`src/rtl/kanagawa_loop_pkg.sv`:
```
// Shared helpers for the kanagawa loop generator/collector pair: record field
// access and the is-last-thread flag convention.
package kanagawa_loop_pkg;

    // Widest record the helpers can handle; records are zero-extended to this.
    localparam int unsigned FIELD_MAX_W = 512;

    typedef logic [FIELD_MAX_W-1:0] field_vec_t;

    typedef enum logic [1:0] {
        OUT_HOLD = 2'd0,
        OUT_LOAD = 2'd1,
        OUT_POP  = 2'd2
    } out_action_e;

    function automatic field_vec_t field_mask(input int unsigned width);
        field_vec_t one_v;
        one_v = field_vec_t'(1'b1);
        if (width >= FIELD_MAX_W) begin
            return ~field_vec_t'(1'b0);
        end else begin
            return (one_v << width) - one_v;
        end
    endfunction

    function automatic field_vec_t field_extract(input field_vec_t rec,
                                                 input int unsigned offset,
                                                 input int unsigned width);
        return (rec >> offset) & field_mask(width);
    endfunction

    function automatic field_vec_t field_insert(input field_vec_t rec,
                                                input field_vec_t val,
                                                input int unsigned offset,
                                                input int unsigned width);
        field_vec_t m;
        m = field_mask(width) << offset;
        return (rec & ~m) | ((val << offset) & m);
    endfunction

    // The generator marks a loop's final thread with a single set flag bit.
    function automatic logic is_last(input field_vec_t rec,
                                     input int unsigned last_offset);
        field_vec_t t;
        t = rec >> last_offset;
        return t[0];
    endfunction

endpackage

```
`src/rtl/kanagawa_loop_collector_out_reg.sv`:
```
// One-entry show-ahead holding register for loop summaries, with an underflow
// flag for reads that arrive while nothing is held.
module kanagawa_loop_collector_out_reg
    import kanagawa_loop_pkg::*;
#(
    parameter int unsigned WIDTH = 128
) (
    input  logic             clk,
    input  logic             rst,
    input  logic             load,
    input  logic [WIDTH-1:0] load_data,
    input  logic             rden,
    output logic [WIDTH-1:0] data,
    output logic             valid,
    output logic             underflow
);

    logic [WIDTH-1:0] data_r;
    logic             valid_r;
    logic             underflow_r;
    out_action_e      action_s;

    // Select the register action; a load in the same cycle as a pop wins.
    always_comb begin
        action_s = OUT_HOLD;
        if (load) begin
            action_s = OUT_LOAD;
        end else if (rden && valid_r) begin
            action_s = OUT_POP;
        end else begin
            action_s = OUT_HOLD;
        end
    end

    // Holding register, valid bit and registered underflow pulse.
    always_ff @(posedge clk) begin
        if (!rst) begin
            data_r      <= {WIDTH{1'b0}};
            valid_r     <= 1'b0;
            underflow_r <= 1'b0;
        end else begin
            underflow_r <= rden & ~valid_r;
            case (action_s)
                OUT_LOAD: begin
                    data_r  <= load_data;
                    valid_r <= 1'b1;
                end
                OUT_POP: begin
                    valid_r <= 1'b0;
                end
                OUT_HOLD: begin
                    valid_r <= valid_r;
                end
                default: begin
                    valid_r <= valid_r;
                end
            endcase
        end
    end

    assign data      = data_r;
    assign valid     = valid_r;
    assign underflow = underflow_r;

endmodule

```
`src/rtl/kanagawa_loop_collector.sv`:
```
// Collapses each loop's per-thread record stream into one summary record whose
// counter field carries the loop's max thread ID; checks thread-ID continuity.
module kanagawa_loop_collector
    import kanagawa_loop_pkg::*;
#(
    parameter int unsigned TOTAL_WIDTH   = 128,
    parameter int unsigned COUNTER_WIDTH = 32,
    parameter int unsigned OFFSET        = 0,
    parameter int unsigned LAST_OFFSET   = 32
) (
    input  logic                   clk,
    input  logic                   rst,
    input  logic                   empty_in,
    input  logic [TOTAL_WIDTH-1:0] data_in,
    output logic                   rden_out,
    output logic [TOTAL_WIDTH-1:0] data_out,
    output logic                   empty_out,
    input  logic                   rden_in,
    output logic                   underflow_out,
    output logic                   seq_error_out
);

    localparam logic [COUNTER_WIDTH-1:0] CNT_ZERO = {COUNTER_WIDTH{1'b0}};
    localparam logic [COUNTER_WIDTH-1:0] CNT_ONE  = COUNTER_WIDTH'(1'b1);

    logic [COUNTER_WIDTH-1:0] id_s;
    logic [COUNTER_WIDTH-1:0] count_r;
    logic [COUNTER_WIDTH-1:0] expected_id_r;
    logic [TOTAL_WIDTH-1:0]   summary_s;
    logic                     last_s;
    logic                     pop_s;
    logic                     load_s;
    logic                     out_valid_s;
    logic                     seq_error_r;

    // Decode the head record and build the summary it would produce if last.
    always_comb begin
        id_s      = COUNTER_WIDTH'(field_extract(field_vec_t'(data_in), OFFSET, COUNTER_WIDTH));
        last_s    = is_last(field_vec_t'(data_in), LAST_OFFSET);
        summary_s = TOTAL_WIDTH'(field_insert(field_vec_t'(data_in), field_vec_t'(count_r),
                                              OFFSET, COUNTER_WIDTH));
    end

    // Non-last records always drain; only a last record waits for the holding register.
    assign pop_s    = rst & ~empty_in & (~last_s | ~out_valid_s | rden_in);
    assign load_s   = pop_s & last_s;
    assign rden_out = pop_s;

    // Per-loop record count and thread-ID continuity tracking.
    always_ff @(posedge clk) begin
        if (!rst) begin
            count_r       <= CNT_ZERO;
            expected_id_r <= CNT_ZERO;
            seq_error_r   <= 1'b0;
        end else if (pop_s) begin
            seq_error_r <= (id_s != expected_id_r);
            if (last_s) begin
                count_r       <= CNT_ZERO;
                expected_id_r <= CNT_ZERO;
            end else begin
                count_r       <= count_r + CNT_ONE;
                expected_id_r <= id_s + CNT_ONE;
            end
        end else begin
            seq_error_r <= 1'b0;
        end
    end

    kanagawa_loop_collector_out_reg #(
        .WIDTH (TOTAL_WIDTH)
    ) u_out_reg (
        .clk       (clk),
        .rst       (rst),
        .load      (load_s),
        .load_data (summary_s),
        .rden      (rden_in),
        .data      (data_out),
        .valid     (out_valid_s),
        .underflow (underflow_out)
    );

    assign empty_out     = ~out_valid_s;
    assign seq_error_out = seq_error_r;

endmodule
```
`config.mk`:
```
export PLATFORM = sky130hd
export DESIGN_NAME = kanagawa_loop_collector
export DESIGN_NICKNAME = d
export VERILOG_FILES = /design/src/rtl/kanagawa_loop_pkg.sv /design/src/rtl/kanagawa_loop_collector_out_reg.sv /design/src/rtl/kanagawa_loop_collector.sv
export SDC_FILE = /design/constraint.sdc
export NUM_CORES = 1
export LEC_CHECK = 0
export CAP_MARGIN = 20
export CORE_MARGIN = 5
export CORE_UTILIZATION = 44
export CTS_CLUSTER_DIAMETER = 100
export CTS_CLUSTER_SIZE = 10
export DETAILED_ROUTE_END_ITERATION = 10
export PLACE_DENSITY_LB_ADDON = 0.05
export SETUP_SLACK_MARGIN = 0.05
export SKIP_CTS_REPAIR_TIMING = 1
export SLEW_MARGIN = 30
export SYNTH_ARGS = -nofsm -noshare
export SYNTH_HDL_FRONTEND = slang
export SYNTH_SLANG_ARGS = --single-unit
```
`constraint.sdc`:
```
create_clock -name clk -period 2.6 [get_ports clk]
set_clock_uncertainty 0.2 [all_clocks]
set_input_delay 0.52 -clock clk [delete_from_list [all_inputs] [get_ports clk]]
set_output_delay 0.52 -clock clk [all_outputs]
set_load 0.01 [all_outputs]
```
Yosys cells after proc, flatten, opt, wreduce, memory -nomap -nowiden
Cells that the tools add are included.

Equality and inequality tests: 3. Add/sub/neg operators: 2. Bitwise logic cells: 10. Reductions and logical operators: 3. Multiplexer cells: 5.

Operators by type and width (number): bitwise OR 128 x 32 -> 128 bit (1); adder 32 x 1 -> 32 bit, second input constant (2); two-way mux 32 bit (2); != test 32 bit (1); bitwise AND 1 bit (4); two-way mux 2 bit (2); NOT 1 bit (3); == test 2 x 1 -> 1 bit, second input constant (1); == test 2 bit, second input constant (1); bitwise OR 1 bit (2); one-hot mux 1 bit (2 select lines) (1); AND reduction 2 bit (1); nonzero test 2 bit (1); logical AND 1 bit (1).

Output and inout bits: 132. Bits of input ports: 132. Register bits after elaboration: 195. Word-level logic and storage cells: 29.

Longest topological paths before layout
Gate-level depths: netlist of run 1.

Word-level depth: 8. Mapped depth: 8. Gate-level depth less buffers: 5.

Hierarchy
Synthesis of run 1 repeated with hierarchy kept, for this count alone.

Cells, all modules: 832. Area, all modules: 8518.2 um2.

Modules (own cells, without submodules): kanagawa_loop_collector_out_reg (cells an instance 419, area each 5021.1 um2, instances 1, sequential area each 2602.5 um2); kanagawa_loop_collector (cells an instance 413, area each 3497.1 um2, instances 1, sequential area each 1301.2 um2).

Worst setup path after synthesis of run 1
No wires, ideal clock.

Path kind: input port to flip-flop. Start point: input port data_in[2]. End point: register expected_id_r[19]. Arrival time: 2011 ps. Stages: 6. Slack: 267 ps. Library setup time: 122 ps. Data required time: 2278 ps. Path buffers: 2. Cells stage by stage: buf_2 nand3_2 or4_1 clkbuf_1 o311a_1 a221o_1.

Cells in the longest elaborated chain, start to end: 2.

Ends and longest elaborated chain: from (decl) (RTL line kanagawa_loop_collector.sv:14) `input logic [TOTAL_WIDTH-1:0] data_in,`; adder 32 x 1 -> 32 bit (RTL line kanagawa_loop_collector.sv:62) `expected_id_r <= id_s + CNT_ONE;`; two-way mux 32 bit (RTL line kanagawa_loop_collector.sv:57) `if (last_s) begin`; to (signal assigned) (RTL line kanagawa_loop_collector.sv:62); to (decl) (RTL line kanagawa_loop_collector.sv:28) `logic [COUNTER_WIDTH-1:0] expected_id_r;`.

Every way passes these cells. A chain may end at the register's enable or synchronous reset.

Worst setup path in the final report of run 1
Start point: input port data_in[0]. End point: register expected_id_r[19].

Same word-level chain as after synthesis.

==> reports/qor.yml, run 1 <==
outcome:
  status: "finished clean"
logic_synthesis:
  syn_area_per_cell_sq_um: 7.95
  syn_inst: 1027
  yosysTopAreaCellShare_pct: 47.8
  synth_warnings: 0
  synth_nets: 1161
  ys_ff_latch: 195
  synth_ff_type: "dfxtp_1"
  synth_area_leaders: "dfxtp_1 (48%), nand2_1 (14%), a21oi_1 (9.7%)"
  synth-edff-count: 0
  synth_area_leader_cell: "dfxtp_1"
  yosysSeqAreaShare_pct: 47.8
  yosysUniqueCellTypes: 51
  syn_area_sq_um: 8160
  async_flop_share_pct: 0
cts:
  cts_buffers: 17
  clock-sinks: 195
  cts_root_buf: "clkbuf_16"
  cts_tree: "built"
  path_clk_slew_ps: 70
  max-clock-path-buffers: 2
  cts.htree.levels: 4
  clk_latency_ps: 440
global_routing:
  grt_max_degree: 101
  grt_pass1_vias: 7458
  grt_use_total_pct: 22.3
  grt_pass1_wl_mm: 39.2
  gr-total-overflow: 0
  antenna_found_initial: 1
setup_path:
  r2r-start: "count_r[2]"
  max_stage_delay_ps: 550
  crit_start: "data_in[0]"
  arrival_ps: 2490
  path_cells: "clkdlybuf4s50_1 -> nand2_1 -> or4_1 -> buf_4 -> o311a_1 -> a221o_1"
  cp.required_ps: 2720
  crit_cells: 6
  endpoint_kind: "flip-flop"
  path_buf_inv: 2
  worstSetupEndpoint: "expected_id_r[19]"
  r2r_slack_ps: 390
  worstSetupPathType: "primary input to flip-flop"
  critPathSlowestCell: "clkdlybuf4s50_1"
  crit_family: "buffers and inverters"
  critical_path.reg2reg.endpoint: "count_r[26]"
  cp-start-kind: "primary input"
  worstPathMaxFanout: 11
  r2r_cells: 4
sta:
  fin_crit_ps: 2370
  tightestPinTransition_ps: 580
  fmax_mhz: 422
  slew_headroom_pct: 61.1
  fin_setup_tns_ps: 0
  hold_slack_ps: 253
  hold_violations: 0
  setup_violations: 0
  period_share_pct: 91.0
  rsz0062_at_grt: "false"
  finalMaxSlewViolations: 0
cells_and_area:
  fin_util_pct: 66.9
  fillers: 1570
  nets: 1448
  final_cell_mix: "nand2_1 (296), clkdlybuf4s50_1 (262), dfxtp_1 (195), a21oi_1 (158), buf_4 (71)"
  final_common_cell: "nand2_1"
  num_antenna_cells: 0
  drive_gt1_share_pct: 9.19
  area_growth_pct: 48.3
  fin_area_sq_um: 12100
  final-seq-area_sq_um: 3900
  multi_input_area_sq_um: 3950
drt:
  drcViolationCount: 0
  drt-wirelength-per-cell_um: 15.8
  vias_per_cell: 5.24
  drt.antenna.violating_nets: 0
  dr.pass1.iters: 6
  drt_iter0_markers: 469
  wl_mm: 24.6
  vias: 8146
floorplan:
  coreArea_sq_um: 18100
  rows: 49
  die_h_um: 146
  die_x_um: 146
  die-area_sq_um: 21400
  initial_core_util_pct: 45.1
  io_pins: 264
pwr:
  p_sw_mw: 1.62
  p_seq_share_pct: 47.5
  total_power_mw: 6.53
  internal_power_mw: 4.90
  power.density_nw_per_um2: 539
  p_leak_nw: 4.15
  power_frac_comb_pct: 11.9
  ir_worst_vdd_mv: 0.458
  p_sw_share_pct: 24.9
  power_frac_clock_pct: 40.6
placement:
  dpl_cell_area_sq_um: 11500
  detailed_place_hpwl_mm: 17.8
  io_buffers: 263
  gp_congestion: 0.878
worst_hold_path:
  holdCritPathClass: "flip-flop to flip-flop"
run:
  maxCapViolations: 0
## final cells by class
type | count | area share (%)
Timing Repair Buffer | 342 | 27.5
Tap cell | 229 | 2.37
Clock buffer | 19 | 3.74
Multi-Input combinational cell | 748 | 32.6
Clock inverter | 13 | 1.18
Sequential cell | 195 | 32.3
Inverter | 10 | 0.331
## how the worst min path moves through the flow
| stage | startpoint | to | slack [ps] | cells after the start |
|---|---|---|---|---|
| 6_report | u_out_reg.data[68] | u_out_reg.data[68] | 250 | 2 |
| 5_1_grt | u_out_reg.data[119] | u_out_reg.data[119] | 270 | 2 |
| 4_1_cts | u_out_reg.data[121] | u_out_reg.data[121] | 260 | 2 |
| 3_5_place_dp | u_out_reg.data[24] | u_out_reg.data[24] | 250 | 2 |
| 3_3_place_gp | u_out_reg.data[74] | u_out_reg.data[74] | 240 | 2 |
| 2_1_floorplan | count_r[31] | u_out_reg.data[31] | 240 | 2 |
## tightest hold or removal path: cells and delay by family (launching register included)
family             cells  cell delay (ps)
AOI/OAI and AO/OA      1               50
DFF                    1              310
and+or+nand+nor        1               50
## power by group through the flow
| stage | logic (mW) | clock network [mW] | registers (mW) |
|---|---|---|---|
| after detailed placement | 0.776 | 0 | 3.17 |
| final | 0.775 | 2.65 | 3.10 |
| after CTS | 0.781 | 2.71 | 3.10 |
| after global routing | 0.836 | 2.86 | 3.11 |
| after global placement | 0.772 | 0 | 3.17 |
| after floorplan | 0.269 | 0 | 3.19 |
## sequential cells by signal, indices dropped and copies added, names as in the netlist
register,flops
u_out_reg.data,128
count_r,32
expected_id_r,32
seq_error_out,1
u_out_reg.underflow,1
u_out_reg.valid,1
## layer usage
layer / GRT usage [%] / routed length [um] / part of all wire, %
met5: 0 / 11 / 0.045
met4: 5.60 / 391 / 1.6
met3: 6.76 / 1560 / 6.3
met2: 38.3 / 12200 / 50
met1: 27.5 / 10400 / 42
## cell usage after synthesis (7+ instances only)
cell / count
nand4_1: 29
buf_2: 7
a32oi_1: 9
o211ai_1: 16
nor2_1: 20
inv_1: 9
nand2_1: 296
or3_1: 12
o31ai_1: 13
a21oi_1: 158
nand3_1: 38
or4_1: 21
nor3_1: 12
nor4_1: 10
xnor2_1: 41
clkbuf_1: 62
dfxtp_1: 195
o21ai_0: 15
## cells by family after synthesis
kind of cell    share of synthesized area [%]
fa+ha+maj                               0.307
simple gates                             26.8
buf+inv                                  4.12
mux                                     0.368
xor+xnor                                 4.83
compound gates                           15.8
flops                                    47.8
## metrics by stage
step | setup WS [ps] | std cells
4_1_cts | -96.9 | 1556
5_1_grt | 182 | 1556
3_5_place_dp | -200 | 1524
2_1_floorplan | 267 | 1027
3_3_place_gp | -133 | 1524
6_report | 233 | 1556
No activity file was read; power rests on OpenSTA's default activity.
==> run 2: changes to the inputs <==
--- a/config.mk
+++ b/config.mk
@@ -8,9 +8,10 @@
 export CAP_MARGIN = 20
 export CORE_MARGIN = 5
 export CORE_UTILIZATION = 44
-export CTS_CLUSTER_DIAMETER = 100
+export CTS_CLUSTER_DIAMETER = 60
 export CTS_CLUSTER_SIZE = 10
 export DETAILED_ROUTE_END_ITERATION = 10
+export HOLD_SLACK_MARGIN = 0.05
 export PLACE_DENSITY_LB_ADDON = 0.05
 export SETUP_SLACK_MARGIN = 0.05
 export SKIP_CTS_REPAIR_TIMING = 1
==> results of run 2 <==
No change in the layout: final DEF, timing and power equal those of run 1.
==> RTL edit 1 (flow settings as in run 1) <==
The parameter `COUNTER_WIDTH` goes from 32 to 16.
--- a/src/rtl/kanagawa_loop_collector.sv
+++ b/src/rtl/kanagawa_loop_collector.sv
@@ -6,3 +6,3 @@
     parameter int unsigned TOTAL_WIDTH   = 128,
-    parameter int unsigned COUNTER_WIDTH = 32,
+    parameter int unsigned COUNTER_WIDTH = 16,
     parameter int unsigned OFFSET        = 0,
Check against the original RTL: not equivalent (a bounded check fails within 4 cycles, from zero or initial values and one cycle with rst low).
==> RTL edit 1 against run 1 <==
Area after synthesis decreased by 24%. Die area is 23% lower. Largest cell class is now sequential cells. Non-clock buffer count fell by 57. Via count down 27%. Wire length decreased by 26%. Combinational power fell by 18%. Total power shrank 13%. Sequential share of layout area up 1.5 points. Worst setup slack improved by 0.13 ns. Critical path type is now in2out. Sequential cell count shrank 32. Core utilization grew 2.9 points. Design area is 20% lower. Largest power group unchanged.
==> RTL edit 1: results (changes against run 1) <==
* Run status: completed
* Dpl ws at 0.0424 ns (+0.242 ns)
* Start point of the critical path: empty_in
* Initial antenna violation count at 0 (-1)
* Skew-Pair Late Insertion Delay at 0.42 ns (-0.02 ns)
* P_leak at 3.39 nW (-18%)
* DR iter-0 viols at 360 (-23%)
* VDD IR max at 0.395 mV (-14%)
* Commonest cells post-synth: nand2_1 (277), dfxtp_1 (163), a21oi_1 (136), xnor2_1 (28), buf_2 (26)
* R2R setup slack at 0.74 ns (+0.35 ns)
* Placed Cells at 1187 (-22%)
* R2R cell count at 4 (unchanged)
* Hpwl dp at 13.0 mm (-27%)
* Number of global-route vias before repair at 5601 (-25%)
* Mean post-synth cell area at 8.00 um2 (+0.64%)
* Drt first pass iters at 5 (-1)
* Total track usage at 0.213 (-0.0100)
* R2R Path Start: count_r[4]
* Sequential fraction of the synthesis area at 0.529 (+0.0502)
* Library cells used by synthesis at 39 (-24%)
* Post-placement cell area at 9060 um2 (-21%)
* Total Nets Final at 1160 (-20%)
* Arrival @ worst endpoint at 1.51 ns (-0.98 ns)
* Share of post-route cells with drive strength above 1 at 0.0568 (-0.0351)
* Worst-path fanout max at 2 (-9)
* Worst r2r dst: count_r[13]
* Via/cell ratio at 4.91 (-6.2%)
* WL/cell at 15.0 um (-5.3%)
* Setup crit end: rden_out
* Largest net degree at the start of global routing at 70 (-31%)
* Top post-synthesis cells by area: dfxtp_1 (53%), nand2_1 (17%), a21oi_1 (11%)
* First-pass GRT wire length at 28.1 mm (-28%)
* Fin crit period at 2.23 ns (-0.133 ns)
* Rel. slew slack at 0.584 (-0.0268)
* Syn Nets at 906 (-22%)
==> RTL edit 1: kinds of logic after synthesis <==
kind of cell	after synthesis	synth area share
fa+ha+maj	2	0.00405
xor+xnor	35	0.0497
buf+inv	58	0.0417
mux	1	0.00162
flops	163	0.529
simple gates	349	0.237
compound gates	164	0.138
==> RTL edit 1: final cells by class <==
class                      count  area [um2]
clock inverter                 3        40.0
sequential                   163        3260
timing repair buffer         285        2880
multi-input combinational    551        2670
clock buffer                  28         547
tap                          180         225
fill                        1182        4170
inverter                       8        32.5
==> RTL edit 1: critical path, stage by stage <==
cell             delay (ns)
clkdlybuf4s50_1        0.47
and2b_2                0.22
nand2_1                0.08
inv_1                  0.05
dlymetal6s2s_1         0.17
==> RTL edit 1: worst min-delay path by stage <==
stage / start / end / slack (ns) / cells after the start
global route: u_out_reg.data[18] / u_out_reg.data[18] / 0.27 / 2
global placement: u_out_reg.data[10] / u_out_reg.data[10] / 0.24 / 2
finish: u_out_reg.data[96] / u_out_reg.data[96] / 0.25 / 2
floorplan: count_r[15] / u_out_reg.data[15] / 0.24 / 2
CTS: u_out_reg.data[104] / u_out_reg.data[104] / 0.25 / 2
detailed placement: u_out_reg.data[22] / u_out_reg.data[22] / 0.25 / 2
==> RTL edit 1: power breakdown <==
| group | internal (W) | leakage [nW] | switching, W |
|---|---|---|---|
| sequential | 0.00257 | 1.32 | 0.0000356 |
| combinational | 0.000371 | 1.77 | 0.000269 |
| clock | 0.00152 | 0.293 | 0.000933 |
==> RTL edit 1: metal layers <==
metal / wire length, um / part of all wire / vias up / GRT usage
met1: 7410 / 0.41 / 2679 / 0.250
met3: 1670 / 0.092 / 40 / 0.0876
met2: 8490 / 0.47 / 219 / 0.343
li1: - / - / 3044 / -
met4: 672 / 0.037 / 0 / 0.0961
met5: 0 / 0 / - / 0
==> RTL edit 2 (settings of run 1) <==
Made on the original files. Reset style: asynchronous (`rst`), changed in 2 clocked blocks.
--- a/src/rtl/kanagawa_loop_collector_out_reg.sv
+++ b/src/rtl/kanagawa_loop_collector_out_reg.sv
@@ -35,3 +35,3 @@
     // Holding register, valid bit and registered underflow pulse.
-    always_ff @(posedge clk) begin
+    always_ff @(posedge clk or negedge rst) begin
         if (!rst) begin
--- a/src/rtl/kanagawa_loop_collector.sv
+++ b/src/rtl/kanagawa_loop_collector.sv
@@ -49,3 +49,3 @@
     // Per-loop record count and thread-ID continuity tracking.
-    always_ff @(posedge clk) begin
+    always_ff @(posedge clk or negedge rst) begin
         if (!rst) begin
Function: differs if rst is asserted again (counterexample within 4 cycles, from zero or initial values and one cycle with rst low); with rst held inactive, the same outputs for 4 cycles.
==> RTL edit 2 against run 1 <==
Wire length decreased by 3.2%. Area after synthesis grew 4.8%. Sequential cell count is the same. Worst setup slack got worse by 0.090 ns. Design area rose by 3.3%. Hold slack better by 0.015 ns. Largest cell class is now sequential cells. Critical endpoint is now rden_out.
Power is not compared: it rests on default switching activity, and its combinational part moved more than twofold at a synthesized area within 25%.
==> RTL edit 2: results (changes against run 1) <==
* Run status: completed
* Syn Nets at 1101 (-5.2%)
* Ys Warns at 0 (unchanged)
* Share of post-route cells with drive strength above 1 at 0.0809 (-0.0110)
* Dpl ws at -0.265 ns (-0.0652 ns)
* R2R Path Start: count_r[5]
* VDD IR max at 0.437 mV
* GP Congestion at 0.836 (-4.8%)
* Max reg flops at 128 (unchanged)
* HP Start: u_out_reg.data[32]
* Main flop type after synthesis: dfrtp_1
* Hpwl dp at 16.9 mm (-5.1%)
* First-pass GRT wire length at 37.7 mm (-3.9%)
* Top post-synthesis cells by area: dfrtp_1 (57%), nand2_1 (19%), xnor2_1 (7.8%)
* Largest net degree at the start of global routing at 177 (+75%)
* Drt first pass iters at 4 (-2)
* Worst Tran Pin Value at 0.582 ns (+0.00127 ns)
* Commonest cells post-synth: nand2_1 (429), dfrtp_1 (195), xnor2_1 (76), clkbuf_1 (49), o21ai_0 (43)
* R2R cell count at 5 (+1)
* CP max-delay cell: dlygate4sd3_1
* Post-placement cell area at 11800 um2 (+3.0%)
* Hold path depth at 1 (-1)
* Post-synth ARST share at 1.00 (+1.00)
* Initial antenna violation count at 0 (-1)
* Arrival @ worst endpoint at 1.74 ns (-0.75 ns)
* Library cells used by synthesis at 33 (-35%)
* FILL cells at 1657 (+5.5%)
* Start point of the critical path: rst
* Total track usage at 0.212 (-0.0113)
* Total Nets Final at 1394 (-3.7%)
* Sequential fraction of the synthesis area at 0.570 (+0.0920)
* Number of global-route vias before repair at 7202 (-3.4%)
* Detailed-route via count at 7434 (-8.7%)
* CTS Buf Count at 17 (unchanged)
* DR iter-0 viols at 291 (-38%)
* Worst-path fanout max at 4 (-7)
* Drt total wl at 23.8 mm (-3.2%)
RTL edit 2: final timing paths:
kind	to	slack, ns
setup / recovery	rden_out	0.14
hold / removal	u_out_reg.data[32]	0.27
setup reg to reg	count_r[26]	0.16
hold reg to reg	u_out_reg.data[32]	0.27
max in group asynchronous	u_out_reg.data[81]	0.52
min in group asynchronous	expected_id_r[12]	0.45
RTL edit 2: through the flow:
step / power [W] / setup TNS [ns] / std cells
global placement: 0.00520 / -1.78 / 1503
global route: 0.00824 / 0 / 1538
detailed placement: 0.00523 / -2.22 / 1503
finish: 0.00785 / 0 / 1538
floorplan: 0.00417 / 0 / 967
CTS: 0.00794 / -0.0573 / 1535
RTL edit 2: cell families (layout without fill, tap and decap cells):
group,Yosys count,after routing,share of synthesized area
buf+inv,63,369,0.0278
flops,195,195,0.570
xor+xnor,83,83,0.0850
fa+ha+maj,2,2,0.00292
compound gates,59,59,0.0373
simple gates,565,565,0.277
RTL edit 2: per-layer routing:
metal,up-vias,global-route usage,share of wire
met2,191,0.354,0.49
li1,3669,-,-
met3,26,0.0639,0.069
met1,3548,0.272,0.42
met5,-,0,0
met4,0,0.0549,0.019
RTL edit 2: cell type report:
type / count / share of cell area
sequential: 195 / 0.390
multi-input combinational: 709 / 0.278
timing repair buffer: 325 / 0.254
clock buffer: 18 / 0.0343
tap: 265 / 0.0265
clock inverter: 14 / 0.0133
inverter: 12 / 0.00360
RTL edit 2: where the power goes:
group | switching [W] | internal (W)
combinational | 0.000707 | 0.000893
sequential | 0.000187 | 0.00337
clock | 0.00124 | 0.00145
